[src/rtl/hilo_muldiv_ctrl_pkg.sv]
// Shared definitions for the HI/LO multiply/divide sequencer: FSM encodings,
// decoder bit positions of the one-hot instruction pairs, and the priority decode.
package hilo_muldiv_ctrl_pkg;

    localparam int HILO_DATA_W = 32;

    localparam int MULT_S_BIT = 0;
    localparam int MULT_U_BIT = 1;
    localparam int DIV_S_BIT  = 0;
    localparam int DIV_U_BIT  = 1;
    localparam int MFLO_BIT   = 0;
    localparam int MFHI_BIT   = 1;
    localparam int MTLO_BIT   = 0;
    localparam int MTHI_BIT   = 1;

    typedef enum logic [1:0] {
        HILO_IDLE = 2'd0,
        HILO_MUL  = 2'd1,
        HILO_DIV  = 2'd2
    } hilo_state_e;

    typedef enum logic [3:0] {
        OP_NONE  = 4'd0,
        OP_MULT  = 4'd1,
        OP_MULTU = 4'd2,
        OP_DIV   = 4'd3,
        OP_DIVU  = 4'd4,
        OP_MTHI  = 4'd5,
        OP_MTLO  = 4'd6,
        OP_MFHI  = 4'd7,
        OP_MFLO  = 4'd8
    } hilo_op_e;

    // A multi-hot input from a faulty decode resolves to exactly one operation.
    function automatic hilo_op_e decode_op(input logic [1:0] mult,
                                           input logic [1:0] div,
                                           input logic [1:0] mfhl,
                                           input logic [1:0] mthl);
        hilo_op_e op;
        if (mult[MULT_S_BIT])      op = OP_MULT;
        else if (mult[MULT_U_BIT]) op = OP_MULTU;
        else if (div[DIV_S_BIT])   op = OP_DIV;
        else if (div[DIV_U_BIT])   op = OP_DIVU;
        else if (mthl[MTHI_BIT])   op = OP_MTHI;
        else if (mthl[MTLO_BIT])   op = OP_MTLO;
        else if (mfhl[MFHI_BIT])   op = OP_MFHI;
        else if (mfhl[MFLO_BIT])   op = OP_MFLO;
        else                       op = OP_NONE;
        return op;
    endfunction

endpackage

[src/rtl/hilo_muldiv_ctrl_if.sv]
// EX-stage side of the HI/LO resource: decoded instruction, operands, and results.
interface hilo_muldiv_ctrl_if #(
    parameter int DATA_W = 32
);
    logic              op_valid;
    logic [1:0]        mult;
    logic [1:0]        div;
    logic [1:0]        mfhl;
    logic [1:0]        mthl;
    logic [DATA_W-1:0] src_a;
    logic [DATA_W-1:0] src_b;
    logic              stall;
    logic              busy;
    logic [DATA_W-1:0] hilo_rdata;
    logic [DATA_W-1:0] hi;
    logic [DATA_W-1:0] lo;

    modport master (
        output op_valid, mult, div, mfhl, mthl, src_a, src_b,
        input  stall, busy, hilo_rdata, hi, lo
    );

    modport slave (
        input  op_valid, mult, div, mfhl, mthl, src_a, src_b,
        output stall, busy, hilo_rdata, hi, lo
    );
endinterface

[src/rtl/div_iter_radix2.sv]
// Iterative restoring divider: magnitudes loaded on start, DATA_W shift-subtract
// steps, then sign-corrected quotient/remainder held while done is high.
module div_iter_radix2 #(
    parameter int DATA_W = 32
) (
    input  logic              clk,
    input  logic              resetn,
    input  logic              start,
    input  logic              signed_op,
    input  logic [DATA_W-1:0] a,
    input  logic [DATA_W-1:0] b,
    output logic              done,
    output logic [DATA_W-1:0] quot,
    output logic [DATA_W-1:0] rem
);
    localparam int STEP_W = $clog2(DATA_W + 1);

    logic              a_neg_s, b_neg_s;
    logic [DATA_W-1:0] a_mag_s, b_mag_s;
    logic [DATA_W:0]   r_shift_s;
    logic              sub_ok_s;
    logic [DATA_W-1:0] r_step_s, q_step_s;

    logic              run_q;
    logic [STEP_W-1:0] step_q;
    logic [DATA_W-1:0] q_q, r_q, d_q;
    logic              q_neg_q, r_neg_q, dz_q;

    assign a_neg_s = signed_op & a[DATA_W-1];
    assign b_neg_s = signed_op & b[DATA_W-1];
    assign a_mag_s = a_neg_s ? ({DATA_W{1'b0}} - a) : a;
    assign b_mag_s = b_neg_s ? ({DATA_W{1'b0}} - b) : b;

    // Remainder stays below the divisor, so the trial difference always fits DATA_W bits.
    assign r_shift_s = {r_q, q_q[DATA_W-1]};
    assign sub_ok_s  = (r_shift_s >= {1'b0, d_q});
    assign r_step_s  = sub_ok_s ? (r_shift_s[DATA_W-1:0] - d_q) : r_shift_s[DATA_W-1:0];
    assign q_step_s  = {q_q[DATA_W-2:0], sub_ok_s};

    assign done = run_q & (step_q == {STEP_W{1'b0}});
    // Divide-by-zero keeps the raw all-ones quotient; the remainder fix restores src_a.
    assign quot = dz_q ? {DATA_W{1'b1}} : (q_neg_q ? ({DATA_W{1'b0}} - q_q) : q_q);
    assign rem  = r_neg_q ? ({DATA_W{1'b0}} - r_q) : r_q;

    // Load on start, then one restoring step per cycle until the step count runs out.
    always_ff @(posedge clk) begin
        if (!resetn) begin
            run_q   <= 1'b0;
            step_q  <= {STEP_W{1'b0}};
            q_q     <= {DATA_W{1'b0}};
            r_q     <= {DATA_W{1'b0}};
            d_q     <= {DATA_W{1'b0}};
            q_neg_q <= 1'b0;
            r_neg_q <= 1'b0;
            dz_q    <= 1'b0;
        end else if (start) begin
            run_q   <= 1'b1;
            step_q  <= STEP_W'(DATA_W);
            q_q     <= a_mag_s;
            r_q     <= {DATA_W{1'b0}};
            d_q     <= b_mag_s;
            q_neg_q <= a_neg_s ^ b_neg_s;
            r_neg_q <= a_neg_s;
            dz_q    <= (b == {DATA_W{1'b0}});
        end else if (run_q) begin
            if (step_q != {STEP_W{1'b0}}) begin
                q_q    <= q_step_s;
                r_q    <= r_step_s;
                step_q <= step_q - {{(STEP_W-1){1'b0}}, 1'b1};
            end else begin
                run_q <= 1'b0;
            end
        end
    end

endmodule

[src/rtl/hilo_muldiv_ctrl.sv]
// HI/LO sequencer for the EX stage: issues multiplies and divides, commits results
// to HI/LO, services mthi/mtlo/mfhi/mflo, and stalls HI/LO users while busy.
module hilo_muldiv_ctrl
    import hilo_muldiv_ctrl_pkg::*;
#(
    parameter int DATA_W  = HILO_DATA_W,
    parameter int MUL_LAT = 2
) (
    input  logic                clk,
    input  logic                resetn,
    hilo_muldiv_ctrl_if.slave   bus
);
    localparam int CNT_W = $clog2(DATA_W + 1);

    hilo_state_e         state_q, state_d;
    logic [CNT_W-1:0]    cnt_q, cnt_d;
    logic                busy_q, busy_d;
    logic [DATA_W-1:0]   hi_q, hi_d, lo_q, lo_d;
    logic [DATA_W-1:0]   mul_a_q, mul_b_q;
    logic                mul_signed_q;

    hilo_op_e            op_s;
    logic                hilo_op_s, accept_s;
    logic                mul_start_s, div_start_s;
    logic [DATA_W-1:0]   rdata_s;
    logic signed [DATA_W:0]     mul_a_ext_s, mul_b_ext_s;
    logic signed [2*DATA_W-1:0] mul_prod_s;
    logic [2*DATA_W-1:0] mul_res_s;
    logic                div_done_s;
    logic [DATA_W-1:0]   div_quot_s, div_rem_s;

    assign op_s        = decode_op(bus.mult, bus.div, bus.mfhl, bus.mthl);
    assign hilo_op_s   = |{bus.mult, bus.div, bus.mfhl, bus.mthl};
    assign accept_s    = bus.op_valid & hilo_op_s & ~busy_q;
    assign mul_start_s = accept_s & ((op_s == OP_MULT) | (op_s == OP_MULTU));
    assign div_start_s = accept_s & ((op_s == OP_DIV) | (op_s == OP_DIVU));

    assign bus.stall      = bus.op_valid & hilo_op_s & busy_q;
    assign bus.busy       = busy_q;
    assign bus.hi         = hi_q;
    assign bus.lo         = lo_q;
    assign bus.hilo_rdata = rdata_s;

    // Read port is live only for an accepted mfhi/mflo; stalled reads return zero.
    always_comb begin
        rdata_s = {DATA_W{1'b0}};
        if (accept_s) begin
            case (op_s)
                OP_MFHI: rdata_s = hi_q;
                OP_MFLO: rdata_s = lo_q;
                default: rdata_s = {DATA_W{1'b0}};
            endcase
        end else begin
            rdata_s = {DATA_W{1'b0}};
        end
    end

    // Multiplier operands are captured once at issue so EX can move on.
    always_ff @(posedge clk) begin
        if (!resetn) begin
            mul_a_q      <= {DATA_W{1'b0}};
            mul_b_q      <= {DATA_W{1'b0}};
            mul_signed_q <= 1'b0;
        end else if (mul_start_s) begin
            mul_a_q      <= bus.src_a;
            mul_b_q      <= bus.src_b;
            mul_signed_q <= (op_s == OP_MULT);
        end
    end

    // One signed multiply covers both flavours: unsigned operands get a zero extension bit.
    assign mul_a_ext_s = $signed({mul_signed_q & mul_a_q[DATA_W-1], mul_a_q});
    assign mul_b_ext_s = $signed({mul_signed_q & mul_b_q[DATA_W-1], mul_b_q});
    assign mul_prod_s  = mul_a_ext_s * mul_b_ext_s;

    if (MUL_LAT == 1) begin : g_mul_comb
        assign mul_res_s = mul_prod_s;
    end else begin : g_mul_pipe
        logic [2*DATA_W-1:0] pipe_q [MUL_LAT-1];

        // Plain delay stages behind the multiplier, left for synthesis to retime.
        always_ff @(posedge clk) begin
            if (!resetn) begin
                for (int i = 0; i < MUL_LAT - 1; i++) begin
                    pipe_q[i] <= {(2*DATA_W){1'b0}};
                end
            end else begin
                pipe_q[0] <= mul_prod_s;
                for (int i = 1; i < MUL_LAT - 1; i++) begin
                    pipe_q[i] <= pipe_q[i-1];
                end
            end
        end

        assign mul_res_s = pipe_q[MUL_LAT-2];
    end

    div_iter_radix2 #(
        .DATA_W (DATA_W)
    ) u_div (
        .clk       (clk),
        .resetn    (resetn),
        .start     (div_start_s),
        .signed_op (op_s == OP_DIV),
        .a         (bus.src_a),
        .b         (bus.src_b),
        .done      (div_done_s),
        .quot      (div_quot_s),
        .rem       (div_rem_s)
    );

    // Next-state logic: issue from IDLE, count down, commit to HI/LO at cnt == 0.
    always_comb begin
        state_d = state_q;
        cnt_d   = cnt_q;
        hi_d    = hi_q;
        lo_d    = lo_q;
        case (state_q)
            HILO_IDLE: begin
                if (accept_s) begin
                    case (op_s)
                        OP_MULT, OP_MULTU: begin
                            state_d = HILO_MUL;
                            cnt_d   = CNT_W'(MUL_LAT - 1);
                        end
                        OP_DIV, OP_DIVU: begin
                            state_d = HILO_DIV;
                            cnt_d   = CNT_W'(DATA_W);
                        end
                        OP_MTHI: hi_d = bus.src_a;
                        OP_MTLO: lo_d = bus.src_a;
                        default: state_d = HILO_IDLE;
                    endcase
                end else begin
                    state_d = HILO_IDLE;
                end
            end
            HILO_MUL: begin
                if (cnt_q == {CNT_W{1'b0}}) begin
                    {hi_d, lo_d} = mul_res_s;
                    state_d      = HILO_IDLE;
                end else begin
                    cnt_d = cnt_q - {{(CNT_W-1){1'b0}}, 1'b1};
                end
            end
            HILO_DIV: begin
                if (cnt_q == {CNT_W{1'b0}}) begin
                    if (div_done_s) begin
                        lo_d    = div_quot_s;
                        hi_d    = div_rem_s;
                        state_d = HILO_IDLE;
                    end else begin
                        state_d = HILO_DIV;
                    end
                end else begin
                    cnt_d = cnt_q - {{(CNT_W-1){1'b0}}, 1'b1};
                end
            end
            default: begin
                state_d = HILO_IDLE;
                cnt_d   = {CNT_W{1'b0}};
            end
        endcase
    end

    assign busy_d = (state_d != HILO_IDLE);

    // Architectural state register; reset discards any in-flight operation.
    always_ff @(posedge clk) begin
        if (!resetn) begin
            state_q <= HILO_IDLE;
            cnt_q   <= {CNT_W{1'b0}};
            busy_q  <= 1'b0;
            hi_q    <= {DATA_W{1'b0}};
            lo_q    <= {DATA_W{1'b0}};
        end else begin
            state_q <= state_d;
            cnt_q   <= cnt_d;
            busy_q  <= busy_d;
            hi_q    <= hi_d;
            lo_q    <= lo_d;
        end
    end

endmodule
[src/flat_wrapper.sv]
// flat-port wrapper written by rule: the top's interface ports become plain ports
module hilo_muldiv_ctrl_flat import hilo_muldiv_ctrl_pkg::*;
#(
    parameter int DATA_W  = HILO_DATA_W,
    parameter int MUL_LAT = 2
)
  (clk, resetn, bus_op_valid, bus_mult, bus_div, bus_mfhl, bus_mthl, bus_src_a, bus_src_b, bus_stall, bus_busy, bus_hilo_rdata, bus_hi, bus_lo);
  hilo_muldiv_ctrl_if #(.DATA_W(DATA_W)) bus_i ();
  input  logic clk;
  input  logic resetn;
  input wire logic [$bits(bus_i.op_valid)-1:0] bus_op_valid;
  input wire logic [$bits(bus_i.mult)-1:0] bus_mult;
  input wire logic [$bits(bus_i.div)-1:0] bus_div;
  input wire logic [$bits(bus_i.mfhl)-1:0] bus_mfhl;
  input wire logic [$bits(bus_i.mthl)-1:0] bus_mthl;
  input wire logic [$bits(bus_i.src_a)-1:0] bus_src_a;
  input wire logic [$bits(bus_i.src_b)-1:0] bus_src_b;
  output wire logic [$bits(bus_i.stall)-1:0] bus_stall;
  output wire logic [$bits(bus_i.busy)-1:0] bus_busy;
  output wire logic [$bits(bus_i.hilo_rdata)-1:0] bus_hilo_rdata;
  output wire logic [$bits(bus_i.hi)-1:0] bus_hi;
  output wire logic [$bits(bus_i.lo)-1:0] bus_lo;
  assign bus_i.op_valid = bus_op_valid;
  assign bus_i.mult = bus_mult;
  assign bus_i.div = bus_div;
  assign bus_i.mfhl = bus_mfhl;
  assign bus_i.mthl = bus_mthl;
  assign bus_i.src_a = bus_src_a;
  assign bus_i.src_b = bus_src_b;
  assign bus_stall = bus_i.stall;
  assign bus_busy = bus_i.busy;
  assign bus_hilo_rdata = bus_i.hilo_rdata;
  assign bus_hi = bus_i.hi;
  assign bus_lo = bus_i.lo;
  hilo_muldiv_ctrl #(.DATA_W(DATA_W), .MUL_LAT(MUL_LAT)) u_core (.clk(clk), .resetn(resetn), .bus(bus_i));
endmodule
[config.mk]
export PLATFORM = sky130hd
export DESIGN_NAME = hilo_muldiv_ctrl_flat
export DESIGN_NICKNAME = d
export VERILOG_FILES = /design/src/rtl/hilo_muldiv_ctrl_pkg.sv /design/src/rtl/hilo_muldiv_ctrl_if.sv /design/src/rtl/div_iter_radix2.sv /design/src/rtl/hilo_muldiv_ctrl.sv /design/src/flat_wrapper.sv
export SDC_FILE = /design/constraint.sdc
export NUM_CORES = 2
export LEC_CHECK = 0
export CORE_ASPECT_RATIO = 1.1
export CORE_UTILIZATION = 59
export DETAILED_ROUTE_END_ITERATION = 6
export PLACE_DENSITY = 0.77
export RECOVER_POWER = 50
export SYNTH_ARGS = -nofsm -noshare
export SYNTH_HDL_FRONTEND = slang
export SYNTH_HIERARCHICAL = 1
export SYNTH_SLANG_ARGS = --single-unit
[constraint.sdc]
create_clock -name clk -period 7.7 [get_ports clk]
set_clock_uncertainty 0.05 [all_clocks]
set_input_delay 1.155 -clock clk [delete_from_list [all_inputs] [get_ports clk]]
set_output_delay 1.155 -clock clk [all_outputs]
set_load 0.005 [all_outputs]
; Yosys cells after proc, flatten, opt, wreduce, memory -nomap -nowiden
; Memories as Yosys holds them, arrays and structs flattened.
; Cells that the tools add are included.
[word_totals]
elab_cells = 132
regBits = 244
mem_bits_rw = 64
memories = 1
[mem_list]
columns = name, words, width, read_ports, rd_clocked_by_memory_dff, write_ports, line_no
row1 = u_core.g_mul_pipe.pipe_q, 1, 64, 1, 0, 1, hilo_muldiv_ctrl.sv:79  ; logic [2*DATA_W-1:0] pipe_q [MUL_LAT-1];
[op_classes]
n_lt_le_gt_ge = 1
eq_ne = 18
addsub = 7
bitwise_logic = 15
muxes = 51
n_reduce_logical = 21
n_mul = 1
[op_table]
columns = cell, count
row1 = 32-bit 2-to-1 mux, 20
row2 = 32-bit case mux with 3 select lines, 2
row3 = "1-bit by 32-bit subtractor with 32-bit output, first input constant", 4
row4 = 33-bit by 33-bit multiplier with 64-bit output, 1
row5 = 64-bit 2-to-1 mux, 1
row6 = 32-bit case mux with 2 select lines, 1
row7 = 64-bit OR reduction, 1
row8 = 33-bit by 32-bit >= comparator with 1-bit output, 1
row9 = 32-bit zero test, 1
row10 = 4-bit 2-to-1 mux, 8
row11 = 32-bit subtractor, 1
row12 = 6-bit 2-to-1 mux, 5
row13 = 6-bit case mux with 2 select lines, 2
row14 = "4-bit by 3-bit equality test with 1-bit output, second input constant", 4
row15 = 6-bit zero test, 2
row16 = 2-bit case mux with 3 select lines, 2
row17 = 6-bit AND reduction, 2
row18 = "6-bit by 1-bit subtractor with 6-bit output, second input constant", 2
row19 = 1-bit bitwise AND, 10
row20 = 2-bit OR reduction, 5
row21 = "4-bit by 2-bit equality test with 1-bit output, second input constant", 2
row22 = 2-bit 2-to-1 mux, 4
row23 = "2-bit by 1-bit != test with 1-bit output, second input constant", 4
row24 = 8-bit OR reduction, 1
row25 = other kinds (16), 28

; Depth between registers and ports, before layout
[depth]
ltp_word = 14
ltp_mapped = 31

; Modules after synthesis
; The synthesis kept the hierarchy.
[by_module_without_submodules]
columns = module, n_inst, area_per_inst_um2, cells_each, seq_area_each_um2
row1 = hilo_muldiv_ctrl, 1, 45896.5, 5167, 4043.9
row2 = div_iter_radix2, 1, 8837.2, 1227, 2122.0

; Worst setup path after synthesis
; Ideal clock, no wire load.
[synth_path]
kind = reg-to-reg
start = register u_core.mul_signed_q
end = memory u_core/g_mul_pipe.pipe_q[0][58] (netlist bit)
required_ns = 7.522
setup_ns = 0.128
path_slack_ns = -0.293
arrival_ns = 7.816
path_stages_with_launch = 30
path_cell_list = dfxtp_1 -> clkbuf_1 -> and2_1 -> clkbuf_1 -> clkbuf_1 -> nand2_1 -> inv_1 -> fa_1 -> inv_1 -> fa_1 -> inv_1 -> fa_1 -> inv_1 -> fa_1 -> fa_1 -> fa_1 -> fa_1 -> fa_1 -> inv_1 -> ha_1 -> clkbuf_1 -> a21oi_1 -> o21ai_0 -> a21oi_1 -> o211ai_1 -> or3b_2 -> o21ai_1 -> o21a_1 -> xor2_1 -> nor2_1
[synth_between]
elab_chain_cells = 3
elab_cells_between_ends = 4
classes_between = 1 x mul / 1 x mux / 2 x bitwise
[synth_rtl]
columns = item, line_no
row1 = from (decl), hilo_muldiv_ctrl.sv:20  ; logic mul_signed_q;
row2 = from (signal assigned), hilo_muldiv_ctrl.sv:67  ; mul_signed_q <= (op_s == OP_MULT);
row3 = 1-bit bitwise AND (on tied branches), "hilo_muldiv_ctrl.sv:72, hilo_muldiv_ctrl.sv:73"
row4 = 33-bit by 33-bit multiplier with 64-bit output (*), hilo_muldiv_ctrl.sv:74  ; assign mul_prod_s = mul_a_ext_s * mul_b_ext_s;
row5 = 64-bit 2-to-1 mux (no line) (*), -
row6 = to (decl), hilo_muldiv_ctrl.sv:79
; Mark *: on every way between the ends. The rest lies on a longest branch, timed or not.

; Worst setup path in the final report
[layout_path]
start = register u_core.mul_a_q[20]
end = memory u_core/g_mul_pipe.pipe_q[0][53] (netlist bit)
[layout_between]
elab_chain_cells = 2
[layout_rtl]
columns = item, line_no
row1 = from (decl), hilo_muldiv_ctrl.sv:19  ; logic [DATA_W-1:0] mul_a_q, mul_b_q;
row2 = from (signal assigned), hilo_muldiv_ctrl.sv:61  ; mul_a_q <= {DATA_W{1'b0}};
row3 = from (signal assigned), hilo_muldiv_ctrl.sv:65  ; mul_a_q <= bus.src_a;
row4 = 33-bit by 33-bit multiplier with 64-bit output, hilo_muldiv_ctrl.sv:74
row5 = 64-bit 2-to-1 mux (no line), -
; Every way passes these cells.

==> flow_summary.json <==
{
  "yosysWarnings": 6,
  "vdd.ir_drop.worst_mv": 0.189,
  "worstPathArrival_ns": 8.00,
  "cts_buffers": 38,
  "slew_headroom_pct": -63.6,
  "worstSetupPathType": "register to register",
  "cts_sinks": 308,
  "ys.flop_type": "dfxtp_1",
  "numPortBuffers": 172,
  "setup.worst_path.start": "u_core/mul_a_q[20]",
  "hold_violations": 0,
  "htree_levels": 2,
  "fmax_ghz": 0.132,
  "async_flop_share_pct": 0,
  "vias": 46200,
  "period_needed_ns": 7.60,
  "netlist_area_sq_mm": 0.0547,
  "area_growth_pct": 12.9,
  "grt_max_degree": 102,
  "grt_overflow": 0,
  "violations": "capacitance limit, slew limit",
  "wirelength_um": 179000,
  "synth_seq_cells": 308,
  "final_area_sq_mm": 0.0618,
  "die_w_um": 292,
  "p_total_mw": 6.83,
  "powerDensity_mw_per_mm2": 111,
  "final_layout_size_suffix_gt1_share_pct": 9.10,
  "grt_pass1_vias": 48400,
  "rsz0062_at_grt": "true",
  "synth_top_area_cell": "fa_1",
  "dp_slack_ns": -0.175,
  "synthCells": 6394,
  "reg2reg_depth": 24,
  "root_buffer": "clkbuf_16",
  "yosysUniqueCellTypes": 78,
  "wire_per_inst_um": 22.9,
  "path_clk_slew_ns": 0.06,
  "drv_cap": 5,
  "rows": 116,
  "setup_viol": 0,
  "fin_crit_sh_pct": 98.6,
  "worst-path-max-fanout": 12,
  "p_leak_nw": 29.0,
  "grt_pass1_wl_um": 276000,
  "antenna_found_initial": 6,
  "synth_top_area_share_pct": 41.2,
  "design.core.area_sq_mm": 0.0914,
  "synthTopCellsByArea": "fa_1, dfxtp_1, inv_1",
  "dieArea_sq_mm": 0.0940,
  "endpoint": "u_core/g_mul_pipe.pipe_q[0][53]",
  "die_h_um": 321,
  "setup_ws_ns": 0.104,
  "drv_slew": 257,
  "status": "finished with violations",
  "tns_ns": 0,
  "timing.rr.start": "u_core/mul_a_q[20]",
  "synth_common_cells": "inv_1, fa_1, nand2_1, and2_1, clkbuf_1",
  "syn_nets": 7850,
  "clock_path_buffers": 3,
  "gp_congestion": 1.04,
  "first_pass_iters": 7,
  "r2r-end": "u_core/g_mul_pipe.pipe_q[0][53]",
  "reg2reg_slack_ns": 0.10,
  "synth_edf_count": 0,
  "ant_nets": 0,
  "clk_latency_ns": 0.59,
  "cp-end-kind": "register",
  "syn_area_per_cell_sq_um": 8.56,
  "yosysMostFrequentCell": "inv_1",
  "worstMarginPinSlew_ns": 2.44,
  "worstPathRequired_ns": 8.11,
  "layout.nets": 8064,
  "drt_iter0_drc": 3726,
  "drc": 0,
  "placed_cell_area_sq_mm": 0.0598,
  "io_pins": 173,
  "initial_core_util_pct": 59.9,
  "grt_usage_pct": 38.8,
  "viasPerCell": 5.91,
  "startpoint_type": "register",
  "dp_hpwl_um": 144000,
  "cts_tree": "yes",
  "ys_seq_area_share_pct": 11.3,
  "hold_class": "register to register"
}
## flip-flops by register name, summed over array words and instances (netlist names), 2 cells and up
name and flops:
u_core/mul_b_q 32, u_core/g_mul_pipe.pipe_q 64, u_core/bus.hi 32, u_core/u_div/r_q 32, u_core/state_q 2, u_core/u_div/q_q 32
u_core/bus.lo 32, u_core/u_div/d_q 32, u_core/mul_a_q 32, u_core/u_div/step_q 6, u_core/cnt_q 6
## cell type report
class | instances | area [sq um]
Inverter | 1195 | 4500
Antenna cell | 4 | 10.0
Multi-Input combinational cell | 4505 | 43100
Timing Repair Buffer | 560 | 5240
Clock inverter | 20 | 269
Tap cell | 1180 | 1480
Clock buffer | 48 | 1060
Sequential cell | 308 | 6190
Fill cell | 7383 | 29600
## worst min path at each step
| stage | startpoint | endpoint | slack [ns] | cells past startpoint |
|---|---|---|---|---|
| floorplan | u_core/u_div/d_q[10] | u_core/u_div/d_q[10] | 0.40 | 1 |
| global placement | u_core/u_div/d_q[22] | u_core/u_div/d_q[22] | 0.41 | 1 |
| detailed placement | u_core/u_div/d_q[26] | u_core/u_div/d_q[26] | 0.42 | 1 |
| CTS | u_core/u_div/d_q[26] | u_core/u_div/d_q[26] | 0.43 | 1 |
| global route | u_core/u_div/d_q[9] | u_core/u_div/d_q[9] | 0.45 | 1 |
| finish | u_core/u_div/d_q[23] | u_core/u_div/d_q[23] | 0.43 | 1 |
## routing by layer
layer | GRT usage, % | share of wire [%]
met4 | 25.5 | 7.8
met2 | 66.0 | 48
met3 | 6.65 | 8.7
met1 | 45.3 | 35
met5 | 0 | 0.0067
## worst max-delay path: stages, from the launching register on
cell and delay [ns]:
dfxtp_2 0.42, buf_4 0.17, buf_4 0.21, buf_4 0.30
nand2_1 0.12, fa_1 0.54, inv_1 0.05, fa_1 0.49
fa_1 0.58, fa_1 0.46, fa_1 0.48, fa_1 0.58
fa_1 0.45, fa_1 0.54, ha_4 0.32, buf_4 0.15
nand2_1 0.06, nor2_2 0.16, nand4_1 0.27, nor3_2 0.35
a21oi_4 0.12, nand3b_1 0.12, xnor2_1 0.14, nor2_1 0.11
buf_4 0.23
## timing repair
action,CTS,global route
pin swaps,2,60
setup endpoints to repair,10,31
hold buffers,0,0
gates resized for setup,17,122
cloned,0,1
buffers inserted,5,15
## cells in the final DEF, fill, tap and decap left out, types with 23 or more instances in the layout
cell             synthesis  final
a21o_1                  58     57
nor2b_1                 43     41
buf_6                    2     23
nor3_1                  30     27
a211oi_1                71     71
fa_1                  1126   1109
a22oi_1                 99     99
xnor2_1                121    121
xor2_1                  87     87
nand2_1               1059   1055
dfxtp_1                308    290
and3_1                  33     31
ha_1                   255    237
buf_4                    1    320
inv_1                 1195   1185
o31ai_1                 28     27
buf_12                   0     39
o211a_1                 29     28
nand2b_1                24     24
clkbuf_16                0     40
clkdlybuf4s50_1          0    105
nand3_1                 36     36
a21oi_1                315    299
and2_1                 392    388
dlygate4sd3_1            0     66
nor2_1                 281    277
o21ai_0                118    108
a31oi_1                 33     32
## through the flow
stage | utilization [%] | hold slack [ns] | cells
CTS | 66.9 | 0.431 | 7800
global placement | 65.4 | 0.411 | 7727
detailed placement | 65.4 | 0.418 | 7727
floorplan | - | 0.404 | 6394
global route | 67.6 | 0.447 | 7816
finish | 67.6 | 0.430 | 7820
## power breakdown
| part | internal [mW] | switching [mW] |
|---|---|---|
| clock | 1.15 | 0.803 |
| combinational | 1.18 | 1.83 |
| sequential | 1.73 | 0.147 |
| total | 4.06 | 2.78 |
## logic make-up (layout without fill, tap and decap cells)
logic type               Yosys count  after routing  share of synthesized area (%)
AO/OA/AOI/OAI                    877            877                           10.2
XOR/XNOR                         208            208                           3.33
adder cells (fa/ha/maj)         1381           1381                           47.0
buffers and inverters           1581           1823                           10.9
flip-flops                       308            308                           11.3
multiplexers                      13             13                          0.240
other                              0              4                              0
AND/OR/NAND/NOR                 2026           2026                           17.1
(Power assumes the default switching activity.)
